$ cat src/rtl/timer_pkg.sv
// Shared definitions for the timer controller slice.
// Holds the FSM state encoding, register word addresses and the bit
// positions of the CTRL and STATUS fields.
package timer_pkg;

    typedef enum logic [1:0] {
        IDLE  = 2'd0,
        START = 2'd1,
        RUN   = 2'd2,
        DONE  = 2'd3
    } timer_state_e;

    // Plain constants for the state register, same encoding as the enum.
    localparam logic [1:0] ST_IDLE  = 2'd0;
    localparam logic [1:0] ST_START = 2'd1;
    localparam logic [1:0] ST_RUN   = 2'd2;
    localparam logic [1:0] ST_DONE  = 2'd3;

    // Register word addresses.
    localparam int ADDR_CTRL   = 0;
    localparam int ADDR_STATUS = 1;
    localparam int ADDR_PSC    = 2;
    localparam int ADDR_ARR    = 3;
    localparam int ADDR_CNT    = 4;

    // CTRL bit positions.
    localparam int CTRL_EN     = 0;
    localparam int CTRL_IRQ_EN = 1;
    localparam int CTRL_OPM    = 2;
    localparam int CTRL_UG     = 3;

    // STATUS bit positions.
    localparam int STATUS_UIF  = 0;

endpackage

$ cat src/rtl/timer_ctrl_regs.sv
// Register file for the timer controller.
// Holds CTRL (EN/IRQ_EN/OPM), STATUS.UIF (write-1-to-clear), and the
// preload PSC/ARR values, and produces the registered read data.
// Ports:
//   clk, rst          clock and synchronous active-high reset
//   wen, ren, addr    bus strobes and word address
//   wdata             write data
//   tcnt              live count, returned on CNT reads
//   uif_set           wrap detected this cycle (sets UIF)
//   en_clr            clear CTRL.EN this cycle (one-pulse completion)
//   rdata, rvalid     registered read data / valid
//   ctrl_en, ctrl_irq_en, ctrl_opm, uif   current field values
//   psc_pre, arr_pre  preload values applied by the sequencer
module timer_ctrl_regs
    import timer_pkg::*;
#(
    parameter int BITS_WIDTH = 32,
    parameter int ADDR_W     = 3
) (
    input  logic                  clk,
    input  logic                  rst,
    input  logic                  wen,
    input  logic                  ren,
    input  logic [ADDR_W-1:0]     addr,
    input  logic [BITS_WIDTH-1:0] wdata,
    input  logic [BITS_WIDTH-1:0] tcnt,
    input  logic                  uif_set,
    input  logic                  en_clr,
    output logic [BITS_WIDTH-1:0] rdata,
    output logic                  rvalid,
    output logic                  ctrl_en,
    output logic                  ctrl_irq_en,
    output logic                  ctrl_opm,
    output logic                  uif,
    output logic [BITS_WIDTH-1:0] psc_pre,
    output logic [BITS_WIDTH-1:0] arr_pre
);

    localparam int NUM_ADDR = 1 << ADDR_W;

    logic [NUM_ADDR-1:0]   wr_hit;
    logic                  ctrl_en_reg, ctrl_en_next;
    logic                  ctrl_irq_en_reg, ctrl_irq_en_next;
    logic                  ctrl_opm_reg, ctrl_opm_next;
    logic                  uif_reg, uif_next;
    logic [BITS_WIDTH-1:0] psc_reg, psc_next;
    logic [BITS_WIDTH-1:0] arr_reg, arr_next;
    logic [BITS_WIDTH-1:0] rdata_reg, rdata_next;
    logic                  rvalid_reg;

    // One write-enable per word address; reserved addresses simply have
    // no register attached to their hit line.
    genvar gi;
    generate
        for (gi = 0; gi < NUM_ADDR; gi++) begin : g_wr_hit
            assign wr_hit[gi] = wen && (addr == ADDR_W'(gi));
        end
    endgenerate

    always_comb begin
        ctrl_en_next     = ctrl_en_reg;
        ctrl_irq_en_next = ctrl_irq_en_reg;
        ctrl_opm_next    = ctrl_opm_reg;
        if (wr_hit[ADDR_CTRL]) begin
            ctrl_en_next     = wdata[CTRL_EN];
            ctrl_irq_en_next = wdata[CTRL_IRQ_EN];
            ctrl_opm_next    = wdata[CTRL_OPM];
        end
        // One-pulse completion overrides a concurrent CTRL write.
        if (en_clr) begin
            ctrl_en_next = 1'b0;
        end

        // A new wrap beats a simultaneous clear so no event is lost.
        uif_next = uif_reg;
        if (wr_hit[ADDR_STATUS] && wdata[STATUS_UIF]) begin
            uif_next = 1'b0;
        end
        if (uif_set) begin
            uif_next = 1'b1;
        end

        psc_next = wr_hit[ADDR_PSC] ? wdata : psc_reg;

        // ARR of zero would make the wrap condition unreachable.
        arr_next = arr_reg;
        if (wr_hit[ADDR_ARR]) begin
            arr_next = (wdata == '0) ? BITS_WIDTH'(1) : wdata;
        end

        // Read mux sees pre-edge values, so a same-cycle write is not
        // visible in the data returned for this read.
        rdata_next = rdata_reg;
        if (ren) begin
            rdata_next = '0;
            case (addr)
                ADDR_W'(ADDR_CTRL): begin
                    rdata_next[CTRL_EN]     = ctrl_en_reg;
                    rdata_next[CTRL_IRQ_EN] = ctrl_irq_en_reg;
                    rdata_next[CTRL_OPM]    = ctrl_opm_reg;
                end
                ADDR_W'(ADDR_STATUS): rdata_next[STATUS_UIF] = uif_reg;
                ADDR_W'(ADDR_PSC):    rdata_next = psc_reg;
                ADDR_W'(ADDR_ARR):    rdata_next = arr_reg;
                ADDR_W'(ADDR_CNT):    rdata_next = tcnt;
                default:              rdata_next = '0;
            endcase
        end
    end

    always_ff @(posedge clk) begin
        if (rst) begin
            ctrl_en_reg     <= 1'b0;
            ctrl_irq_en_reg <= 1'b0;
            ctrl_opm_reg    <= 1'b0;
            uif_reg         <= 1'b0;
            psc_reg         <= '0;
            arr_reg         <= '1;
            rdata_reg       <= '0;
            rvalid_reg      <= 1'b0;
        end else begin
            ctrl_en_reg     <= ctrl_en_next;
            ctrl_irq_en_reg <= ctrl_irq_en_next;
            ctrl_opm_reg    <= ctrl_opm_next;
            uif_reg         <= uif_next;
            psc_reg         <= psc_next;
            arr_reg         <= arr_next;
            rdata_reg       <= rdata_next;
            rvalid_reg      <= ren;
        end
    end

    assign ctrl_en     = ctrl_en_reg;
    assign ctrl_irq_en = ctrl_irq_en_reg;
    assign ctrl_opm    = ctrl_opm_reg;
    assign uif         = uif_reg;
    assign psc_pre     = psc_reg;
    assign arr_pre     = arr_reg;
    assign rdata       = rdata_reg;
    assign rvalid      = rvalid_reg;

endmodule

$ cat src/rtl/timer_ctrl.sv
// Timer controller top: sequences one time_base counter channel.
// Runs the IDLE/START/RUN/DONE machine, detects wrap from the returned
// count, applies preload PSC/ARR at start and at wrap, and raises a
// registered level interrupt.
// Ports:
//   clk, rst              clock and synchronous active-high reset
//   wen, ren, addr, wdata register bus; rdata/rvalid registered read
//   tcnt                  count returned by time_base
//   tc_en/nxt_tc_en       counter enable (registered / D input)
//   tc_rst/nxt_tc_rst     counter sync clear (registered / D input)
//   tc_irq_en/nxt_tc_irq_en  CTRL.IRQ_EN mirror (registered / D input)
//   tarr, tpsc            active autoreload and prescaler
//   irq                   STATUS.UIF & CTRL.IRQ_EN, registered
module timer_ctrl
    import timer_pkg::*;
#(
    parameter int BITS_WIDTH = 32,
    parameter int MAX_BIT    = BITS_WIDTH - 1,
    parameter int ADDR_W     = 3
) (
    input  logic              clk,
    input  logic              rst,
    input  logic              wen,
    input  logic              ren,
    input  logic [ADDR_W-1:0] addr,
    input  logic [MAX_BIT:0]  wdata,
    output logic [MAX_BIT:0]  rdata,
    output logic              rvalid,
    input  logic [MAX_BIT:0]  tcnt,
    output logic              tc_en,
    output logic              nxt_tc_en,
    output logic              tc_rst,
    output logic              nxt_tc_rst,
    output logic              tc_irq_en,
    output logic              nxt_tc_irq_en,
    output logic [MAX_BIT:0]  tarr,
    output logic [MAX_BIT:0]  tpsc,
    output logic              irq
);

    logic [1:0]       state_reg, state_next;
    logic [MAX_BIT:0] prev_tcnt_reg, prev_tcnt_next;
    logic [MAX_BIT:0] tarr_reg, tarr_next;
    logic [MAX_BIT:0] tpsc_reg, tpsc_next;
    logic             tc_en_reg, tc_en_next;
    logic             tc_rst_reg, tc_rst_next;
    logic             tc_irq_en_reg, tc_irq_en_next;
    logic             irq_reg, irq_next;

    logic             ctrl_en, ctrl_irq_en, ctrl_opm, uif;
    logic [MAX_BIT:0] psc_pre, arr_pre;
    logic             ctrl_wr, en_wr0, en_wr1, ug_wr, wrap, en_clr;

    timer_ctrl_regs #(
        .BITS_WIDTH (BITS_WIDTH),
        .ADDR_W     (ADDR_W)
    ) u_regs (
        .clk         (clk),
        .rst         (rst),
        .wen         (wen),
        .ren         (ren),
        .addr        (addr),
        .wdata       (wdata),
        .tcnt        (tcnt),
        .uif_set     (wrap),
        .en_clr      (en_clr),
        .rdata       (rdata),
        .rvalid      (rvalid),
        .ctrl_en     (ctrl_en),
        .ctrl_irq_en (ctrl_irq_en),
        .ctrl_opm    (ctrl_opm),
        .uif         (uif),
        .psc_pre     (psc_pre),
        .arr_pre     (arr_pre)
    );

    // CTRL write decode used by the sequencer; the write lands on the
    // same edge as the resulting state change.
    assign ctrl_wr = wen && (addr == ADDR_W'(ADDR_CTRL));
    assign en_wr0  = ctrl_wr && !wdata[CTRL_EN];
    assign en_wr1  = ctrl_wr && wdata[CTRL_EN] && !ctrl_en;
    assign ug_wr   = ctrl_wr && wdata[CTRL_UG];

    // Wrap: the previous sample sat at the reload value and the counter
    // has now returned to zero.
    assign wrap = (state_reg == ST_RUN) && (prev_tcnt_reg == tarr_reg) && (tcnt == '0);

    always_comb begin
        state_next     = state_reg;
        prev_tcnt_next = prev_tcnt_reg;
        tarr_next      = tarr_reg;
        tpsc_next      = tpsc_reg;
        tc_en_next     = 1'b0;
        tc_rst_next    = 1'b0;
        en_clr         = 1'b0;

        case (state_reg)
            ST_IDLE: begin
                if (en_wr1) begin
                    state_next = ST_START;
                end
            end
            ST_START: begin
                tc_rst_next    = 1'b1;
                tarr_next      = arr_pre;
                tpsc_next      = psc_pre;
                prev_tcnt_next = '0;
                state_next     = ST_RUN;
            end
            ST_RUN: begin
                tc_en_next     = 1'b1;
                prev_tcnt_next = tcnt;
                if (wrap) begin
                    tarr_next = arr_pre;
                    tpsc_next = psc_pre;
                end
                // Stop beats restart; restart beats one-pulse completion.
                if (en_wr0) begin
                    state_next = ST_IDLE;
                end else if (ug_wr) begin
                    state_next = ST_START;
                end else if (wrap && ctrl_opm) begin
                    state_next = ST_DONE;
                end
            end
            ST_DONE: begin
                en_clr     = 1'b1;
                state_next = ST_IDLE;
            end
            default: begin
                state_next = ST_IDLE;
            end
        endcase

        tc_irq_en_next = ctrl_irq_en;
        irq_next       = uif && ctrl_irq_en;
    end

    always_ff @(posedge clk) begin
        if (rst) begin
            state_reg     <= ST_IDLE;
            prev_tcnt_reg <= '0;
            tarr_reg      <= '1;
            tpsc_reg      <= '0;
            tc_en_reg     <= 1'b0;
            tc_rst_reg    <= 1'b0;
            tc_irq_en_reg <= 1'b0;
            irq_reg       <= 1'b0;
        end else begin
            state_reg     <= state_next;
            prev_tcnt_reg <= prev_tcnt_next;
            tarr_reg      <= tarr_next;
            tpsc_reg      <= tpsc_next;
            tc_en_reg     <= tc_en_next;
            tc_rst_reg    <= tc_rst_next;
            tc_irq_en_reg <= tc_irq_en_next;
            irq_reg       <= irq_next;
        end
    end

    assign tc_en         = tc_en_reg;
    assign nxt_tc_en     = tc_en_next;
    assign tc_rst        = tc_rst_reg;
    assign nxt_tc_rst    = tc_rst_next;
    assign tc_irq_en     = tc_irq_en_reg;
    assign nxt_tc_irq_en = tc_irq_en_next;
    assign tarr          = tarr_reg;
    assign tpsc          = tpsc_reg;
    assign irq           = irq_reg;

endmodule

$ cat config.mk
export PLATFORM = sky130hd
export DESIGN_NAME = timer_ctrl
export DESIGN_NICKNAME = d
export VERILOG_FILES = /design/src/rtl/timer_pkg.sv /design/src/rtl/timer_ctrl_regs.sv /design/src/rtl/timer_ctrl.sv
export SDC_FILE = /design/constraint.sdc
export NUM_CORES = 1
export LEC_CHECK = 0
export BUFFER_PORTS_ARGS = -buffer_cell sky130_fd_sc_hd__buf_2
export CAP_MARGIN = 30
export CORE_AREA = 3 3 128 130
export DETAILED_ROUTE_END_ITERATION = 16
export DIE_AREA = 0 0 131 133
export PLACE_DENSITY_LB_ADDON = 0.2
export SLEW_MARGIN = 20
export SYNTH_ARGS = -nofsm -noshare
export SYNTH_HDL_FRONTEND = slang
export SYNTH_SLANG_ARGS = --single-unit
$ cat constraint.sdc
create_clock -name clk -period 4.1 [get_ports clk]
set_input_delay 0.615 -clock clk [delete_from_list [all_inputs] [get_ports clk]]
set_output_delay 0.615 -clock clk [all_outputs]
set_load 0.005 [all_outputs]
# Word level (Yosys, flattened, before mapping)
# Index checks and enable logic that the tools add are counted.
# word_totals
reg_bits,203
in_bits,71
wordCells,70
# op_classes
eq_ne,11
n_mux,19
n_reduce_logical,24
# op_table
op,n
32-bit one-hot mux with 2 select lines,3
32-bit two-way mux,3
29-bit one-hot mux with 3 select lines,1
32-bit logical NOT,2
32-bit == test,1
2-bit one-hot mux with 4 select lines,2
1-bit logical AND,13
2-bit two-way mux,4
3-bit by 2-bit == test with 1-bit output (second input constant),2
1-bit two-way mux,5
1-bit one-hot mux with 5 select lines,1
2-bit == test (second input constant),2
2-bit inequality test (second input constant),2
4-bit by 3-bit inequality test with 1-bit output (second input constant),1
2-bit AND reduction,2
2-bit nonzero test,2
3-bit by 1-bit == test with 1-bit output (second input constant),1
3-bit == test (second input constant),1
3-bit logical NOT,1
2-bit by 1-bit == test with 1-bit output (second input constant),1
1-bit logical NOT,2
2-bit logical NOT,1
2-bit OR reduction,1

# Depth between registers and ports, before layout
# logic_depth
word_depth,8
depth_mapped,10
ltp_nobuf,8

# Modules after synthesis
# From an unflattened synthesis, not the netlist that was laid out.
# hier_totals
hier_cells,1141
area_unflattened_um2,9570.4
# by_module_without_submodules
module,n_inst,cells_per_inst,area_each_um2,seq_area_each_um2
timer_ctrl,1,607,5167.5,2042.0
timer_ctrl_regs,1,534,4403.0,2021.9

# Worst setup path before layout
# No wires, ideal clock.
# synth_timing
path_type,register -> register
start,register state_reg[0]
end,register tarr_reg[20] (netlist: tarr[20])
setup_time_ps,122
t_arrival_ps,2058
required_time_ps,3978
path_slack_ps,1921
path_stages_with_launch,11
n_path_buf,2
period_less_slack_ps,2179
path_cell_list,dfxtp_1 > inv_1 > ha_1 > nor4b_2 > nand4_1 > nor4_1 > a31oi_1 > buf_6 > buf_6 > nor3_1 > a21oi_1
# synth_between
elab_chain_len,5
word_cells_on_any_way,8
# synth_rtl
element,line_no,text
"start, declared",timer_ctrl.sv:41,"logic [1:0] state_reg, state_next;"
"start signal, assigned",timer_ctrl.sv:150,state_reg <= state_next;
2-bit == test,"timer_ctrl.sv:86, timer_ctrl.sv:97",
1-bit logical AND (2 in series),timer_ctrl.sv:86,assign wrap = (state_reg == ST_RUN) && (prev_tcnt_reg == tarr_reg) && (tcnt == '0);
2-bit inequality test (no source line),n/a,
2-bit AND reduction (no source line),n/a,
"end signal, assigned",timer_ctrl.sv:152,tarr_reg <= tarr_next;
"end, declared",timer_ctrl.sv:43,"logic [MAX_BIT:0] tarr_reg, tarr_next;"
# Several ways; a longest one is shown, not always the timed one.
# A chain may end at the register's enable or synchronous reset.

# Final worst setup path
# layout_timing
start,register state_reg[0]
end,register tpsc_reg[9] (netlist: tpsc[9])
# layout_between
elab_chain_len,5
word_cells_on_any_way,8
# layout_rtl
element,line_no,text
2-bit == test,"timer_ctrl.sv:86, timer_ctrl.sv:97",
1-bit logical AND (2 in series),timer_ctrl.sv:86,
2-bit inequality test (no source line),n/a,
2-bit AND reduction (no source line),n/a,
"end signal, assigned",timer_ctrl.sv:153,tpsc_reg <= tpsc_next;
"end, declared",timer_ctrl.sv:44,"logic [MAX_BIT:0] tpsc_reg, tpsc_next;"
# Several ways; a longest one is shown, not always the timed one.

==> results.ini <==
[synth]
yosysTopAreaCell = dfxtp_1
synthArstFlopShare_pct = 0
synth.avg_cell_area_sq_um = 8.430
synth_warnings = 0
ys_ff_latch = 203
syn_area_sq_mm = 0.008438
synth_cell_types = 37
synth_top_area_share_pct = 48.16
synth_fp_nets = 1077
syn_inst = 1001
synth-seq-area-share_pct = 48.16
synthTopCellsByArea = dfxtp_1 (48%), a21oi_1 (7.8%), nor2_1 (5.9%)
synth-edff-count = 0
synthFlopType = dfxtp_1

[pwr]
p_clk_share_pct = 40.5
p_comb_share_pct = 13.5
switching_share_pct = 26.48
power_density_mw_per_mm2 = 442.7
sequentialPowerShare_pct = 46.1
peakVddDrop_v = 0.0003351
p_switching_mw = 1.181
internal_power_mw = 3.279
leakagePower_nw = 4.153

[clock_tree]
clock-sinks = 203
cts_buffer_depth = 3
clk_pin_slew_ns = 0.06
cts_tree = yes
insertion_delay_ns = 0.49
cts_resized = 0
cts_buffers = 21
hold_buffers = 0
cts_setup_buffers = 0
clock-root-buffer = clkbuf_16
cts_max_level = 1

[sta]
drv_slew = 0
rsz0062_at_grt = no
tns_ns = 0
finalHoldViolCount = 0
tightest_slew_ns = 0.9122
finalWorstSetupSlack_ns = 0.7947
clock_skew_ns = 0.008286
fin_crit_ns = 3.305
fmax_ghz = 0.3025
setup_viol = 0
relSlewSlack_pct = 39.19
final.period_utilization_pct = 80.62

[drt]
vias = 7704
viasPerCell = 5.673
post_drt_wl_per_cell_microns = 18.31
wirelength_microns = 24870
drc = 0
drt_first_iter_violations = 659
antenna_left = 0
first_pass_iters = 5

[worst_setup_path]
cp.arrival_ns = 3.65
slowest_stage = nor4_1
worstPathRequired_ns = 4.45
worstRegToRegCells = 9
path_class = reg2reg
crit_path_max_fanout = 43
endpoint_kind = flop
worst_setup_path_start_kind = flop
crit_chain = inv_1 > ha_1 > nor4b_2 > nand4_1 > nor4_1 > a31oi_4 > buf_4 > mux2i_1 > nor2_1
critPathMaxStageDelay_ns = 0.65

[final_layout]
drive_gt1_share_pct = 20.49
diodes = 0
final_cell_mix = dfxtp_1 (203), buf_2 (173), nor2_1 (133), a21oi_1 (132), nand2_1 (122)
finalNetCount = 1212
final_common_cell = dfxtp_1
syn2layout_area_growth_pct = 19.37
fill_cells = 1319

[grt]
grt_pass1_wl_microns = 38670
grt_overflow = 0
antenna_found_initial = 0
grt_pass1_vias = 7197
grt_max_degree = 124
grt_use_total_pct = 27.70

[die]
core_area_sq_mm = 0.01526
dieArea_sq_mm = 0.01742
num_rows = 45
start_util_pct = 55.30
fp.dieH_microns = 133
ios = 175
die_w_microns = 131

[placed_design]
dp_slack_ns = 0.8854
io_buffer_count = 174
post-dp-hpwl_microns = 16770
place.gp.congestion = 0.8702

[job]
max-cap-violations = 0

[status]
status = complete, no violations

[worst_hold_path]
min_path_cells = 3
hold_path.class = in2reg

==> cells by family (layout without fill, tap and decap cells) <==
group	count (synthesis)	in the layout	synth area share (%)
adders and majority gates	5	5	0.7414
xor gates and xnor gates	32	32	3.321
buffers and inverters	82	228	3.959
muxes	37	37	4.552
AOI/OAI and AO/OA	225	225	15.66
DFF	203	203	48.16
and+or+nand+nor	417	417	23.61
==> stage by stage <==
| stage | instance area [sq um] | util (%) | cells | power [mW] | hold WS, ns |
|---|---|---|---|---|---|
| 2_1_floorplan | 8438 | - | 1001 | 2.500 | 0.4417 |
| 3_3_place_gp | 9412 | 61.68 | 1323 | 2.686 | 0.4599 |
| 3_5_place_dp | 9427 | 61.78 | 1324 | 2.689 | 0.4624 |
| 4_1_cts | 10070 | 66.01 | 1358 | 4.467 | 0.3693 |
| 5_1_grt | 10070 | 66.01 | 1358 | 4.614 | 0.3831 |
| 6_report | 10070 | 66.01 | 1358 | 4.459 | 0.3779 |
==> worst paths after layout <==
kind                      startpoint                  to  slack (ns)
setup / recovery        state_reg[0]             tpsc[9]        0.79
hold / removal              wdata[8]   u_regs.arr_pre[8]        0.38
setup reg to reg        state_reg[0]             tpsc[9]        0.79
hold reg to reg   u_regs.psc_pre[13]  u_regs.psc_pre[13]        0.47
==> synth_stat cells (11+ instances only) <==
cell,n
a22oi_1,29
o21ai_1,13
mux2i_1,35
nand3b_1,12
clkbuf_1,66
nor2_1,133
a21oi_1,132
nand2_1,122
nor4_1,16
nor2b_1,70
xnor2_1,32
a221o_1,21
nor3_1,26
nand4_1,11
o21ai_0,22
dfxtp_1,203
==> routing by layer <==
layer	track usage (%)	routed length, microns
met1	39.25	10660
met2	43.17	11510
met3	5.248	2042
met4	7.543	659
met5	0	0
==> power by group through the flow <==
stage               clock [mW]  combinational [mW]  sequential (mW)
floorplan                    0               0.409             2.09
global placement             0               0.589             2.10
detailed placement           0               0.592             2.10
CTS                       1.82               0.593             2.05
global route              1.90               0.652             2.06
finish                    1.80               0.600             2.05
==> worst max-delay path, delay by kind of cell, from the launching register on <==
family                     cells  cell delay (ns)
and+or+nand+nor                4             1.12
buffers and inverters          2             0.57
adders and majority gates      1             0.47
AOI/OAI and AO/OA              1             0.41
DFF                            1             0.33
muxes                          1             0.23
==> area by class of cell <==
| cell class | count | area [sq um] | share of cell area (%) |
|---|---|---|---|
| tap | 211 | 264.0 | 2.621 |
| clock inverter | 1 | 5.005 | 0.04969 |
| inverter | 3 | 11.26 | 0.1118 |
| timing repair buffer | 191 | 1025 | 10.17 |
| clock buffer | 33 | 640.6 | 6.360 |
| multi-input combinational | 716 | 4063 | 40.34 |
| sequential | 203 | 4064 | 40.35 |
No activity file was read; power rests on OpenSTA's default activity.
